File: src/rtl/serial_add_ctrl.sv
// serial_add_ctrl
// Sequencer for an LSB-first bit-serial adder. Operands live in two external
// PISO registers and the sum is collected in an external SIPO register. This
// block drives their load/shift strobes and keeps the running carry. It also
// presents the serial sum bit and the final carry-out.
//
// Compile option: SERIAL_ADD_OVF_EN adds a registered two's-complement
// overflow output (ovf).
module serial_add_ctrl #(
    parameter int WIDTH = 32
) (
    input  logic clk,
    input  logic rst,
    input  logic start,
    input  logic a_bit,
    input  logic b_bit,
    output logic load,
    output logic shift,
    output logic sum_bit,
    output logic busy,
    output logic done,
    output logic cout
`ifdef SERIAL_ADD_OVF_EN
    ,
    output logic ovf
`endif
);

    localparam int CW = $clog2(WIDTH);
    localparam logic [CW-1:0] LAST_BIT = CW'(WIDTH - 1);
    localparam logic [CW-1:0] CNT_ONE  = CW'(1'b1);

    typedef enum logic [1:0] {
        IDLE  = 2'd0,
        LOAD  = 2'd1,
        SHIFT = 2'd2,
        DONE  = 2'd3
    } state_t;

    state_t        state_q, state_d;
    logic [CW-1:0] cnt_q, cnt_d;
    logic          carry_q, carry_d;
    logic          cout_q, cout_d;
    logic          load_q, load_d;
    logic          shift_q, shift_d;
    logic          busy_q, busy_d;
    logic          done_q, done_d;
    logic          carry_nxt_s;
`ifdef SERIAL_ADD_OVF_EN
    logic          ovf_q, ovf_d;
`endif

    // Full-adder carry: majority of the three input bits.
    function automatic logic maj3(input logic x, input logic y, input logic z);
        return (x & y) | (x & z) | (y & z);
    endfunction

    assign carry_nxt_s = maj3(a_bit, b_bit, carry_q);
    assign sum_bit     = a_bit ^ b_bit ^ carry_q;

    assign load  = load_q;
    assign shift = shift_q;
    assign busy  = busy_q;
    assign done  = done_q;
    assign cout  = cout_q;
`ifdef SERIAL_ADD_OVF_EN
    assign ovf   = ovf_q;
`endif

    // Next-state, datapath updates and the next values of the strobe outputs.
    always_comb begin
        state_d = state_q;
        cnt_d   = cnt_q;
        carry_d = carry_q;
        cout_d  = cout_q;
`ifdef SERIAL_ADD_OVF_EN
        ovf_d   = ovf_q;
`endif
        case (state_q)
            IDLE: begin
                if (start) begin
                    state_d = LOAD;
                end else begin
                    state_d = IDLE;
                end
            end
            LOAD: begin
                state_d = SHIFT;
                cnt_d   = '0;
                carry_d = 1'b0;
                cout_d  = 1'b0;
`ifdef SERIAL_ADD_OVF_EN
                ovf_d   = 1'b0;
`endif
            end
            SHIFT: begin
                carry_d = carry_nxt_s;
                cnt_d   = cnt_q + CNT_ONE;
                if (cnt_q == LAST_BIT) begin
                    state_d = DONE;
                    cout_d  = carry_nxt_s;
`ifdef SERIAL_ADD_OVF_EN
                    // carry into the MSB is carry_q, carry out is carry_nxt_s
                    ovf_d   = carry_q ^ carry_nxt_s;
`endif
                end else begin
                    state_d = SHIFT;
                end
            end
            DONE: begin
                state_d = IDLE;
            end
            default: begin
                state_d = IDLE;
            end
        endcase

        // Strobes are registered from the next state so they line up with it.
        load_d  = (state_d == LOAD);
        shift_d = (state_d == SHIFT);
        busy_d  = (state_d == LOAD) || (state_d == SHIFT);
        done_d  = (state_d == DONE);
    end

    // State, counter, carry and output registers with synchronous reset.
    always_ff @(posedge clk) begin
        if (rst) begin
            state_q <= IDLE;
            cnt_q   <= '0;
            carry_q <= 1'b0;
            cout_q  <= 1'b0;
            load_q  <= 1'b0;
            shift_q <= 1'b0;
            busy_q  <= 1'b0;
            done_q  <= 1'b0;
`ifdef SERIAL_ADD_OVF_EN
            ovf_q   <= 1'b0;
`endif
        end else begin
            state_q <= state_d;
            cnt_q   <= cnt_d;
            carry_q <= carry_d;
            cout_q  <= cout_d;
            load_q  <= load_d;
            shift_q <= shift_d;
            busy_q  <= busy_d;
            done_q  <= done_d;
`ifdef SERIAL_ADD_OVF_EN
            ovf_q   <= ovf_d;
`endif
        end
    end

endmodule

File: config.mk
export PLATFORM = sky130hd
export DESIGN_NAME = serial_add_ctrl
export DESIGN_NICKNAME = d
export VERILOG_FILES = /design/src/rtl/serial_add_ctrl.sv
export SDC_FILE = /design/constraint.sdc
export NUM_CORES = 1
export LEC_CHECK = 0
export BUFFER_PORTS_ARGS = -buffer_cell sky130_fd_sc_hd__buf_2
export CAP_MARGIN = 40
export CELL_PAD_IN_SITES_DETAIL_PLACEMENT = 1
export CELL_PAD_IN_SITES_GLOBAL_PLACEMENT = 1
export CORE_MARGIN = 3
export CORE_UTILIZATION = 41
export CTS_CLUSTER_SIZE = 25
export DETAILED_ROUTE_END_ITERATION = 10
export PLACE_DENSITY = 0.77
export SLEW_MARGIN = 10
export SYNTH_ARGS = -nofsm -noshare
export SYNTH_HDL_FRONTEND = slang
export SYNTH_SLANG_ARGS = --single-unit
File: constraint.sdc
create_clock -name clk -period 3.5 [get_ports clk]
set_input_delay 0.175 -clock clk [delete_from_list [all_inputs] [get_ports clk]]
set_output_delay 0.175 -clock clk [all_outputs]
set_load 0.01 [all_outputs]
==> load_flow_metrics.sql, run 1 <==
INSERT INTO impl_metrics (metric_group, metric, value, unit) VALUES
('critical_path', 'crit_path_start_kind', 'register', ''),
('clock_tree', 'htreeDepth', '1', ''),
('flow_run', 'maxCapViolations', '0', ''),
('synthesis', 'yosys_most_used_dff', 'sky130_fd_sc_hd__dfxtp_1', ''),
('detailed_routing', 'drt_iter0_drc', '4', ''),
('synthesis', 'most_area_hungry_cell_type_in_the_yosys_netlist', 'sky130_fd_sc_hd__dfxtp_1', ''),
('power_and_ir_drop', 'power_density', '438', 'nW/um2'),
('clock_tree', 'cts.root.buffer_cell', 'sky130_fd_sc_hd__clkbuf_4', ''),
('sta', 'final_hold_viol_count', '0', ''),
('place', 'post_dp_cell_area', '653', 'um2'),
('synthesis', 'synthesis.yosys.warnings', '0', ''),
('critical_path', 'worst_setup_path_startpoint', 'cnt_q[0]$_SDFFE_PP0P_', ''),
('synthesis', 'synth_top_area_frac', '0.426', ''),
('synthesis', 'yosysUniqueCellTypes', '24', ''),
('detailed_routing', 'detail_route.first_pass.iterations', '4', ''),
('detailed_routing', 'wl_per_cell', '13.2', 'um'),
('cells_and_area', 'layout-drive-gt1-share', '0.195', ''),
('sta', 'timing_max_transition_violations_final', '0', ''),
('clock_tree', 'ctsLongestPathBuffers', '2', ''),
('sta', 'worst_clock_skew', '0.00290', 'ns'),
('detailed_routing', 'detail-route-antenna-nets', '0', ''),
('global_routing', 'groute.usage.overall', '0.151', ''),
('critical_path', 'cpMaxStageDelayCell', 'sky130_fd_sc_hd__dfxtp_1', ''),
('status', 'outcome', 'finished clean', ''),
('critical_path', 'crit_path_end_kind', 'register', ''),
('place', 'port_buffers', '10', ''),
('global_routing', 'via_count_of_the_first_global_routing_pass', '461', ''),
('floorplan', 'die_y', '44.6', 'um'),
('critical_path', 'rrSetupSlack', '1.84', 'ns'),
('power_and_ir_drop', 'leakagePower', '0.000303', 'uW'),
('floorplan', 'core', '1350', 'um2'),
('sta', 'max_slew_margin', '0.738', ''),
('critical_path', 'cp_data_required_time', '3.71', 'ns'),
('place', 'detailedPlacementHpwl', '923', 'um'),
('synthesis', 'synth.avg_cell_area', '9.25', 'um2'),
('critical_path', 'crit_path_max_fanout', '4', ''),
('synthesis', 'mappedNetlistArea', '611', 'um2'),
('critical_path', 'cpPeakStageDelay', '0.38', 'ns'),
('sta', 'final.setup.tns', '0', 'ns'),
('floorplan', 'rows', '13', ''),
('synthesis', 'count_of_mapped_cells_out_of_synthesis', '66', ''),
('floorplan', 'ioPinCount', '11', ''),
('critical_path', 'critical_path.most_common_cell', 'sky130_fd_sc_hd__ha_1', ''),
('sta', 'setup_viol_count_final', '0', ''),
('sta', 'achievable-frequency', '603', 'MHz'),
('critical_path', 'critical_path.endpoint', 'busy$_SDFF_PP0_', ''),
('critical_path', 'worstSetupPathType', 'register to register', ''),
('detailed_routing', 'drt-total-wl', '1.22', 'mm'),
('clock_tree', 'cts_resized', '0', ''),
('critical_path', 'arrival', '1.87', 'ns'),
('synthesis', 'synth-seq-area-share', '0.426', ''),
('critical_path', 'critical_path.reg2reg.endpoint', 'busy$_SDFF_PP0_', ''),
('cells_and_area', 'fin_nets', '91', ''),
('cells_and_area', 'area_growth', '11.3', '%'),
('clock_tree', 'cts_clk_pin_slew_worst_paths', '0.08', 'ns'),
('detailed_routing', 'via_per_inst', '5.02', ''),
('power_and_ir_drop', 'power.ir.vdd_worst', '0.200', 'mV'),
('synthesis', 'yosys.cell_count.top_type', 'sky130_fd_sc_hd__dfxtp_1', ''),
('clock_tree', 'hold_buffers', '0', ''),
('detailed_routing', 'drt_drc_violations_left', '0', ''),
('hold_path', 'worstHoldPathType', 'input pin to register', ''),
('synthesis', 'syn-num-nets', '79', ''),
('cells_and_area', 'insertedDiodeCount', '0', ''),
('critical_path', 'timing.critical_path.cells', 'ha_1 > and3_1 > ha_1 > nand2_1 > o21ai_1 > ha_1 > nor2_1', ''),
('sta', 'period_utilization', '0.474', ''),
('global_routing', 'grt-ovfl-total', '0', ''),
('floorplan', 'die-width', '44.6', 'um'),
('cells_and_area', 'finish.instance_area', '679', 'um2'),
('detailed_routing', 'vias', '462', ''),
('critical_path', 'r2r_cells', '7', ''),
('synthesis', 'number_of_enable_type_register_cells_in_the_synthesized_netlist', '0', '');
power breakdown:
group | internal [uW] | switching, uW
clock network | 44.1 | 46.5
registers | 155 | 2.56
logic | 18.1 | 31.2
worst min path at each step:
| stage | start | to | slack (ns) | cells past startpoint |
|---|---|---|---|---|
| 2_1_floorplan | rst | done$_SDFF_PP0_ | 0.25 | 1 |
| 3_3_place_gp | cnt_q[4]$_SDFFE_PP0P_ | cnt_q[4]$_SDFFE_PP0P_ | 0.46 | 2 |
| 3_5_place_dp | cnt_q[4]$_SDFFE_PP0P_ | cnt_q[4]$_SDFFE_PP0P_ | 0.47 | 2 |
| 4_1_cts | rst | busy$_SDFF_PP0_ | 0.23 | 2 |
| 5_1_grt | rst | busy$_SDFF_PP0_ | 0.23 | 2 |
| 6_report | rst | carry_q$_SDFFE_PP0P_ | 0.24 | 2 |
area by class of cell:
| cell class | instances | area [um2] |
|---|---|---|
| Fill cell | 178 | 671 |
| Sequential cell | 13 | 260 |
| Tap cell | 15 | 18.8 |
| Clock buffer | 4 | 26.3 |
| Timing Repair Buffer | 10 | 50.0 |
| Inverter | 7 | 26.3 |
| Multi-Input combinational cell | 43 | 298 |
sequential cells by signal, indices dropped and copies added, names as in the netlist:
signal   flops
busy         1
carry_q      1
cnt_q        5
cout         1
done         1
load         1
shift        1
state_q      2
critical path: cells and delay by family (launching register included):
kind | cells | cell delay (ns)
fa+ha+maj | 3 | 0.64
flops | 1 | 0.38
simple gates | 3 | 0.32
compound gates | 1 | 0.26
per-layer routing:
layer	up-vias	global-route usage	wire length, um
met4	0	0.0904	26
li1	237	-	-
met3	5	0.0488	53
met5	-	0	0
met2	9	0.226	567
met1	211	0.187	570
through the flow:
| stage | utilization | instances | hold WS (ns) | total power [uW] | worst slack, ns |
|---|---|---|---|---|---|
| after global placement | 0.484 | 88 | 0.463 | 209 | 1.95 |
| after global routing | 0.503 | 92 | 0.229 | 318 | 1.72 |
| final | 0.503 | 92 | 0.237 | 297 | 1.84 |
| after CTS | 0.503 | 92 | 0.231 | 304 | 1.84 |
| after floorplan | - | 66 | 0.247 | 198 | 2.02 |
| after detailed placement | 0.484 | 88 | 0.466 | 212 | 1.86 |
placed cells by master (no fill, tap or decap):
master	Yosys	routed
sky130_fd_sc_hd__ha_1	7	7
sky130_fd_sc_hd__nand3_1	4	4
sky130_fd_sc_hd__dfxtp_1	13	13
sky130_fd_sc_hd__nor3_1	1	1
sky130_fd_sc_hd__nand3b_1	1	1
sky130_fd_sc_hd__o21ai_0	1	1
sky130_fd_sc_hd__inv_1	6	6
sky130_fd_sc_hd__inv_2	1	1
sky130_fd_sc_hd__nand2_2	1	1
sky130_fd_sc_hd__a32oi_1	1	1
sky130_fd_sc_hd__a31oi_1	1	1
sky130_fd_sc_hd__fa_1	1	1
sky130_fd_sc_hd__nor2_1	4	4
sky130_fd_sc_hd__buf_2	0	10
sky130_fd_sc_hd__nand2_1	6	6
sky130_fd_sc_hd__or3_1	1	1
sky130_fd_sc_hd__nand2b_1	1	1
sky130_fd_sc_hd__and3_1	1	1
sky130_fd_sc_hd__nand4b_1	1	1
sky130_fd_sc_hd__clkbuf_4	0	3
sky130_fd_sc_hd__clkbuf_1	0	1
sky130_fd_sc_hd__nor2b_1	5	5
sky130_fd_sc_hd__mux2i_1	1	1
sky130_fd_sc_hd__a21oi_1	4	4
sky130_fd_sc_hd__o21ai_1	1	1
logic make-up (layout without fill, tap and decap cells):
logic type	after synthesis	after routing	share of synthesized area
buf+inv	10	21	0.0860
compound gates	8	8	0.0738
mux	1	1	0.0164
fa+ha+maj	8	8	0.176
simple gates	26	26	0.221
flops	13	13	0.426
Power figures use the tool's default switching activity.
==> run 2: changes to the inputs <==
Settings changed: CORE_UTILIZATION 41 to 35, PLACE_DENSITY 0.77 to 0.69.
Clock period 3.5 ns to 1.4 ns, I/O delays scaled along.
==> run 2 against run 1 <==
  * Power rose to 2.7 times the previous value
  * Critical path depth unchanged
  * Flip-flop and latch count unchanged
  * The run now ends with negative setup slack left
  * Global-route usage up 0.43 points
  * Sequential power rose to 2.5 times the previous value
  * Count of clock-buffer cells in the layout unchanged
==> load_flow_metrics.sql, run 2 (synthesized netlist as in run 1, its figures left out) <==
INSERT INTO impl_metrics (metric_group, metric, value, unit) VALUES
('floorplan', 'core', '1580', 'um2'),
('cells_and_area', 'insertedDiodeCount', '0', ''),
('critical_path', 'rrSetupSlack', '-0.02', 'ns'),
('cells_and_area', 'layout.cells.most_common_list', '10 x sky130_fd_sc_hd__buf_2, 10 x sky130_fd_sc_hd__buf_4, 9 x sky130_fd_sc_hd__dfxtp_1', ''),
('sta', 'setup_viol_count_final', '2', ''),
('sta', 'worst_hold_slack', '0.109', 'ns'),
('hold_path', 'whs_path_depth', '2', ''),
('cells_and_area', 'top_flop_regs', 'cnt_q (5), state_q (2)', ''),
('critical_path', 'critical_path.reg2reg.endpoint', 'busy$_SDFF_PP0_', ''),
('clock_tree', 'clock_tree_from_tritoncts', 'built', ''),
('place', 'detailedPlacementHpwl', '996', 'um'),
('cells_and_area', 'fin_nets', '101', ''),
('detailed_routing', 'wl_per_cell', '13.4', 'um'),
('sta', 'worst_clock_skew', '0.00436', 'ns'),
('critical_path', 'cp_data_required_time', '1.61', 'ns'),
('global_routing', 'grt-ovfl-total', '0', ''),
('critical_path', 'timing.critical_path.cells', 'ha_4 > and3_4 > ha_4 > nand2_4 > o21ai_4 > ha_4 > nor2_2', ''),
('detailed_routing', 'detail-route-antenna-nets', '0', ''),
('critical_path', 'cpMaxStageDelayCell', 'sky130_fd_sc_hd__dfxtp_2', ''),
('critical_path', 'cpPeakStageDelay', '0.36', 'ns'),
('floorplan', 'die_y', '47.8', 'um'),
('detailed_routing', 'detail_route.first_pass.iterations', '2', ''),
('power_and_ir_drop', 'power_density', '953', 'nW/um2'),
('hold_path', 'hold_path_end', 'state_q[1]$_SDFF_PP0_', ''),
('global_routing', 'grt_start_max_net_pins', '14', ''),
('critical_path', 'critical_path.reg2reg.startpoint', 'cnt_q[1]$_SDFFE_PP0P_', ''),
('sta', 'finalWorstSetupSlack', '-0.0207', 'ns'),
('global_routing', 'grt_pass1_wl', '2.38', 'mm'),
('critical_path', 'critical_path.most_common_cell', 'sky130_fd_sc_hd__ha_4', ''),
('flow_run', 'maxCapViolations', '0', ''),
('clock_tree', 'cts_made_buffers', '3', ''),
('hold_path', 'worstHoldPathType', 'input pin to register', ''),
('critical_path', 'r2r_cells', '7', ''),
('critical_path', 'cp_num_buf_inv', '0', ''),
('hold_path', 'hold_path_startpoint', 'rst', ''),
('cells_and_area', 'largest_register', 'cnt_q', ''),
('cells_and_area', 'largest_register_ff_count', '5', ''),
('status', 'failed_checks', 'negative setup slack', ''),
('clock_tree', 'htreeDepth', '1', ''),
('cells_and_area', 'nFillCells', '185', ''),
('global_routing', 'via_count_of_the_first_global_routing_pass', '542', ''),
('sta', 'final.setup.tns', '-0.0229', 'ns'),
('sta', 'timing_max_transition_violations_final', '0', ''),
('sta', 'achievable-frequency', '704', 'MHz'),
('detailed_routing', 'via_per_inst', '4.83', ''),
('global_routing', 'groute.usage.overall', '0.156', ''),
('critical_path', 'crit_path_start_kind', 'register', ''),
('clock_tree', 'cts_sinks', '13', ''),
('status', 'outcome', 'complete, but fails checks', ''),
('clock_tree', 'cts_clk_pin_slew_worst_paths', '0.08', 'ns'),
('sta', 'timing_worst_slew_pin_value', '0.236', 'ns'),
('detailed_routing', 'vias', '498', ''),
('place', 'port_buffers', '10', ''),
('sta', 'final_hold_viol_count', '0', ''),
('floorplan', 'die-width', '47.8', 'um'),
('floorplan', 'initial_utilization', '0.387', ''),
('sta', 'period_utilization', '1.01', ''),
('floorplan', 'rows', '14', ''),
('place', 'place_ws', '-0.0499', 'ns'),
('cells_and_area', 'area_growth', '39.1', '%'),
('detailed_routing', 'drt_iter0_drc', '3', ''),
('clock_tree', 'hold_buffers', '0', ''),
('place', 'gp_congestion', '0.717', ''),
('clock_tree', 'cts.root.buffer_cell', 'sky130_fd_sc_hd__clkbuf_4', ''),
('global_routing', 'grt_antenna_before_repair', '0', ''),
('critical_path', 'crit_path_end_kind', 'register', ''),
('sta', 'rsz0062_at_grt', 'true', ''),
('detailed_routing', 'drt_drc_violations_left', '0', ''),
('power_and_ir_drop', 'leakagePower', '0.000370', 'uW'),
('cells_and_area', 'fin_util', '0.539', ''),
('clock_tree', 'worst_skew_pair.late_latency', '0.27', 'ns'),
('clock_tree', 'ctsLongestPathBuffers', '2', ''),
('critical_path', 'crit_family', 'adder cells', ''),
('floorplan', 'ioPinCount', '11', ''),
('sta', 'period_minus_slack', '1.42', 'ns'),
('sta', 'max_slew_margin', '0.843', ''),
('critical_path', 'worstSetupPathType', 'register to register', ''),
('critical_path', 'arrival', '1.63', 'ns'),
('floorplan', 'design.die.area', '2280', 'um2'),
('detailed_routing', 'drt-total-wl', '1.38', 'mm'),
('power_and_ir_drop', 'power.ir.vdd_worst', '0.595', 'mV'),
('cells_and_area', 'layout-drive-gt1-share', '0.460', ''),
('critical_path', 'crit_path_max_fanout', '3', '');
-- run 2: cell type report --
type,instances,area (um2),share of cell area
multi-input combinational,43,387,0.455
sequential,13,265,0.312
timing repair buffer,20,125,0.147
clock buffer,4,26.3,0.0309
inverter,7,26.3,0.0309
tap,16,20.0,0.0236
-- run 2: report_power, final --
group	internal (uW)	switching (uW)
clock network	110	117
logic	87.6	98.7
registers	388	7.75
-- run 2: what timing repair did --
item,in CTS,in global routing
gates resized for setup,5,9
setup endpoints to repair,5,8
pin swaps,4,4
setup buffers,2,1
-- run 2: how the worst max path moves through the flow --
stage,cells past startpoint,endpoint,from,slack [ns]
after detailed placement,7,busy$_SDFF_PP0_,cnt_q[1]$_SDFFE_PP0P_,-0.05
final,7,busy$_SDFF_PP0_,cnt_q[1]$_SDFFE_PP0P_,-0.02
after floorplan,7,busy$_SDFF_PP0_,cnt_q[1]$_SDFFE_PP0P_,0.005
after global routing,7,busy$_SDFF_PP0_,cnt_q[0]$_SDFFE_PP0P_,-0.1
after CTS,7,busy$_SDFF_PP0_,cnt_q[0]$_SDFFE_PP0P_,-0.02
after global placement,7,busy$_SDFF_PP0_,cnt_q[1]$_SDFFE_PP0P_,0.002
-- run 2: metal layers --
layer  vias up  global-route usage  share of wire
met2         9               0.266           0.54
met5         -                   0              0
met1       231               0.179           0.43
li1        258                   -              -
met3         0              0.0451          0.030
met4         0              0.0645              0
-- run 2: worst reg2reg max path, delay by kind of cell, from the launching register on --
| family | cells | cell delay, ns |
|---|---|---|
| AOI/OAI and AO/OA | 1 | 0.21 |
| adders and majority gates | 3 | 0.50 |
| DFF | 1 | 0.36 |
| and+or+nand+nor | 3 | 0.30 |
-- run 2: through the flow --
stage / total power [uW] / instance area, um2 / std cells
floorplan: 499 / 634 / 66
global placement: 549 / 731 / 96
detailed placement: 552 / 731 / 96
CTS: 795 / 812 / 102
global route: 872 / 850 / 103
finish: 810 / 850 / 103
